**src/rtl/fft_stage_seq.sv**
```systemverilog
// fft_stage_seq: frame sequencer for the pipelined FFT datapath.
// Launches N = 2**LOG2N sample cycles on `start`, drives a shared sample
// counter plus one butterfly/bypass select per stage, then runs a
// FLUSH_CYC-cycle drain tail. Back-to-back frames chain at cnt == N-1.
// Optional feature: define FFT_SEQ_OVERRUN_EN to pulse `overrun` on rejected
// starts; otherwise `overrun` is tied low.
module fft_stage_seq #(
  parameter int unsigned LOG2N     = 3,
  parameter int unsigned FLUSH_CYC = 2
) (
  input  logic             clk,
  input  logic             rst,
  input  logic             start,
  input  logic             en,
  output logic [LOG2N-1:0] cnt_out,
  output logic [LOG2N-1:0] bf_sel,
  output logic             busy,
  output logic             frame_done,
  output logic             overrun
);

  typedef enum logic [1:0] {IDLE, RUN, FLUSH} state_t;

  localparam logic [LOG2N-1:0] CNT_LAST   = '1;
  localparam logic [7:0]       FLUSH_LAST = (FLUSH_CYC > 0) ? 8'(FLUSH_CYC - 1) : '0;

  state_t           state, state_nxt;
  logic [7:0]       fcnt, fcnt_nxt;
  logic [LOG2N-1:0] cnt_nxt, sel_nxt;
  logic             done_nxt;

  // Next-state, next-counter and next-select computation
  always_comb begin
    state_nxt = state;
    cnt_nxt   = cnt_out;
    fcnt_nxt  = fcnt;
    done_nxt  = 1'b0;
    case (state)
      IDLE: begin
        if (start) begin
          state_nxt = RUN;
          cnt_nxt   = '0;
        end
      end
      RUN: begin
        if (en) begin
          if (cnt_out == CNT_LAST) begin
            done_nxt = 1'b1;
            cnt_nxt  = '0;
            if (!start) begin
              if (FLUSH_CYC > 0) begin
                state_nxt = FLUSH;
                fcnt_nxt  = '0;
              end else begin
                state_nxt = IDLE;
              end
            end
          end else begin
            cnt_nxt = cnt_out + 1'b1;
          end
        end
      end
      FLUSH: begin
        cnt_nxt = '0;
        if (start) begin
          state_nxt = RUN;
        end else if (en) begin
          // fcnt stops at its terminal value; the state change ends the tail
          if (fcnt == FLUSH_LAST) state_nxt = IDLE;
          else                    fcnt_nxt  = fcnt + 8'd1;
        end
      end
      default: state_nxt = IDLE;
    endcase

    // Stage 0 has the largest span, so it follows the counter MSB
    sel_nxt = '0;
    if (state_nxt == RUN) begin
      for (int unsigned k = 0; k < LOG2N; k++) sel_nxt[k] = cnt_nxt[LOG2N-1-k];
    end
  end

  // Sequencer state and registered outputs
  always_ff @(posedge clk or posedge rst) begin
    if (rst) begin
      state      <= IDLE;
      fcnt       <= '0;
      cnt_out    <= '0;
      bf_sel     <= '0;
      busy       <= 1'b0;
      frame_done <= 1'b0;
    end else begin
      state      <= state_nxt;
      fcnt       <= fcnt_nxt;
      cnt_out    <= cnt_nxt;
      bf_sel     <= sel_nxt;
      busy       <= (state_nxt != IDLE);
      frame_done <= done_nxt;
    end
  end

`ifdef FFT_SEQ_OVERRUN_EN
  // Flag starts arriving in RUN other than at an enabled last sample
  always_ff @(posedge clk or posedge rst) begin
    if (rst) overrun <= 1'b0;
    else     overrun <= (state == RUN) && start && !(en && (cnt_out == CNT_LAST));
  end
`else
  assign overrun = 1'b0;
`endif

endmodule

```
**config.mk**
```make
export PLATFORM = sky130hd
export DESIGN_NAME = fft_stage_seq
export DESIGN_NICKNAME = d
export VERILOG_FILES = /design/src/rtl/fft_stage_seq.sv
export SDC_FILE = /design/constraint.sdc
export NUM_CORES = 1
export LEC_CHECK = 0
export CORE_ASPECT_RATIO = 0.75
export CORE_MARGIN = 1.5
export CORE_UTILIZATION = 47
export CTS_CLUSTER_DIAMETER = 30
export DETAILED_ROUTE_END_ITERATION = 8
export GPL_TIMING_DRIVEN = 0
export HOLD_SLACK_MARGIN = 0.06
export PLACE_DENSITY = 0.66
export SLEW_MARGIN = 20
export SYNTH_ARGS = -nofsm -noshare
export SYNTH_HDL_FRONTEND = slang
export SYNTH_SLANG_ARGS = --single-unit
```
**constraint.sdc**
```tcl
create_clock -name clk -period 2.2 [get_ports clk]
set_input_delay 0.22 -clock clk [delete_from_list [all_inputs] [get_ports clk]]
set_output_delay 0.22 -clock clk [all_outputs]
set_load 0.01 [all_outputs]
```
==> results_dict.tcl <==
set metrics [dict create \
    yosysTopAreaCell "dfrtp_1" \
    numCtsBuffers 3 \
    rsz0062_at_grt "false" \
    grt_max_degree 19 \
    clkTransAtPathRegs_ns 0.10 \
    row_count 14 \
    dieArea_um2 2424 \
    drv_slew 0 \
    p_total_uw 954.3 \
    cp.arrival_ns 2.12 \
    core_um2 2014 \
    hp-class "input pin to flop" \
    drc 0 \
    critPathLaunchType "flop" \
    grt_use_met3_pct 6.402 \
    synthTopCellsByCount "dfrtp_1, nor2_1, a21oi_1, inv_1, ha_1" \
    drt_wl_total_mm 1.931 \
    reg2reg_depth 7 \
    synth_area_leaders "dfrtp_1, ha_1, nor2_1" \
    die_h_um 43.02 \
    ys_seq_area_share_pct 44.89 \
    syn_area_um2 1003 \
    grt_antenna_before_repair 0 \
    fin_skew_ns 0.003152 \
    die_w_um 56.36 \
    synth_seq_cells 18 \
    ios 13 \
    drive_above_1_share_pct 14.02 \
    grt_pass1_vias 681 \
    timing.slew.headroom_pct 54.93 \
    yosysMostFrequentCell "dfrtp_1" \
    area_growth_pct 15.21 \
    tightest_slew_ns 0.6753 \
    rrSetupSlack_ns 0.28 \
    routedWlPerCell_um 14.74 \
    cts_resized 0 \
    n_fill_cell 164 \
    dr.pass1.iters 4 \
    cts.sinks 18 \
    cp_data_required_time_ns 2.40 \
    antenna_left 0 \
    finalHoldViolations 0 \
    clock_path_buffers 2 \
    crit_start "cnt_out[0]" \
    nNetsFinal 117 \
    worstSetupEndpointType "flop" \
    leakagePower_nw 0.5703 \
    cp_max_fo 6 \
    syn_inst 94 \
    setup_slack_ns 0.2845 \
    reg2reg_from "cnt_out[0]" \
    yosys_warnings 0 \
    place_ws_ns 0.2946 \
    setup_viol 0 \
    status "finished, final reports clean" \
    antenna_cells 0 \
    cts_tree "done" \
    gr-total-overflow 0 \
    path_class "flop to flop" \
    avgViaCountPerCell 5.672 \
    netlist-cell-type-count 42 \
    ys.flop_type "dfrtp_1" \
    root_buffer "clkbuf_4" \
    period_share_pct 87.07 \
    clkLatencyLatePin_ns 0.30 \
    h-tree-depth 1 \
    async_reset_ff_share_pct 100.0 \
    met2_usage_pct 24.00 \
    hold_buffers 0 \
    busiest_layer "met1" \
    stdcell_count 131 \
    finalCriticalPeriod_ns 1.916 \
    fin_setup_tns_ns 0 \
    syn_area_per_cell_um2 10.68 \
    cp-endpoint "fcnt[3]" \
    vias 743 \
    grt_pass1_wl_mm 3.180 \
    fmax_ghz 0.5220 \
    dp_hpwl_mm 1.431 \
    numPortBuffers 10 \
    syn_nets 102 \
    initial_utilization_pct 49.81 \
    r2r-end "fcnt[3]" \
    grt_usage_pct 17.97 \
    synth_edf_count 0 \
    dp.cells 128 \
    finalCoreUtilization_pct 57.39 \
    use_met1_pct 26.15 \
    synthDominantCellAreaShare_pct 44.89 \
    dr.first_iter.drc_count 17 \
    peakVddDrop_uv 522.0 \
    p_per_area_nw_per_um2 825.4 \
    routabilityCongestion 0.7313 \
    post_cts_buffers 0 \
    drv_cap 0 \
]
[flip-flops by register name (all words and copies together), names as in the netlist]
name	flops
state	2
bf_sel	3
fcnt	8
frame_done	1
busy	1
cnt_out	3
[power by group]
group / switching [mW] / total, mW / leakage (nW) / internal, mW
registers: 0.0449 / 0.438 / 0.232 / 0.393
logic: 0.161 / 0.349 / 0.324 / 0.187
clock network: 0.104 / 0.167 / 0.0138 / 0.0638
total: 0.310 / 0.954 / 0.570 / 0.644
[cell families (layout without fill, tap and decap cells)]
kind of cell	Yosys count	in the layout	synth area share, %
flops	18	18	44.89
other cells	1	1	0.3737
fa+ha+maj	4	4	4.988
compound gates	25	25	19.20
mux	1	1	1.122
buf+inv	10	23	5.861
simple gates	32	32	20.95
xor+xnor	3	3	2.619
[metrics by stage]
stage	hold WS, ns	area, um2
4_1_cts	0.2535	1156
3_3_place_gp	0.5255	1134
5_1_grt	0.2692	1156
3_5_place_dp	0.5355	1134
6_report	0.2695	1156
2_1_floorplan	0.1586	1003
[worst max-delay path, stage by stage (launching register included)]
cell,delay [ns]
dfrtp_1,0.43
ha_1,0.17
ha_1,0.28
and3b_1,0.21
buf_6,0.12
o21ai_4,0.07
or2_4,0.28
o41ai_2,0.26
[layer usage]
metal / part of all wire [%] / vias to the layer above / wire length, um
met2: 40 / 18 / 771
met3: 4.4 / 5 / 84
met4: 1.4 / 0 / 27
met1: 54 / 348 / 1048
met5: 0 / - / 0
li1: - / 372 / -
[final cells by class]
| class | instances | area, um2 | area share (%) |
|---|---|---|---|
| Timing Repair Buffer | 10 | 100.1 | 8.658 |
| Inverter | 5 | 18.77 | 1.623 |
| Multi-Input combinational cell | 66 | 494.2 | 42.75 |
| Clock buffer | 3 | 22.52 | 1.948 |
| Buffer | 5 | 40.04 | 3.463 |
| Tap cell | 24 | 30.03 | 2.597 |
| Sequential cell | 18 | 450.4 | 38.96 |
[how the worst min path moves through the flow]
stage / start / cells after the start / to
after detailed placement: fcnt[3] / 1 / fcnt[3]
final: en / 3 / frame_done
after floorplan: rst / 1 / bf_sel[0]
after global placement: cnt_out[1] / 1 / cnt_out[1]
after global routing: en / 3 / frame_done
after CTS: en / 3 / frame_done
[cells in the final DEF (no fill, tap or decap), drive strengths merged, types with 3 or more instances in the layout]
cell,count
nor2,7
inv,5
a21oi,5
a21o,3
nand2,3
ha,4
and2,3
o21ai,5
clkdlybuf4s50,10
buf,5
dfrtp,18
clkbuf,3
(Power assumes the default switching activity.)
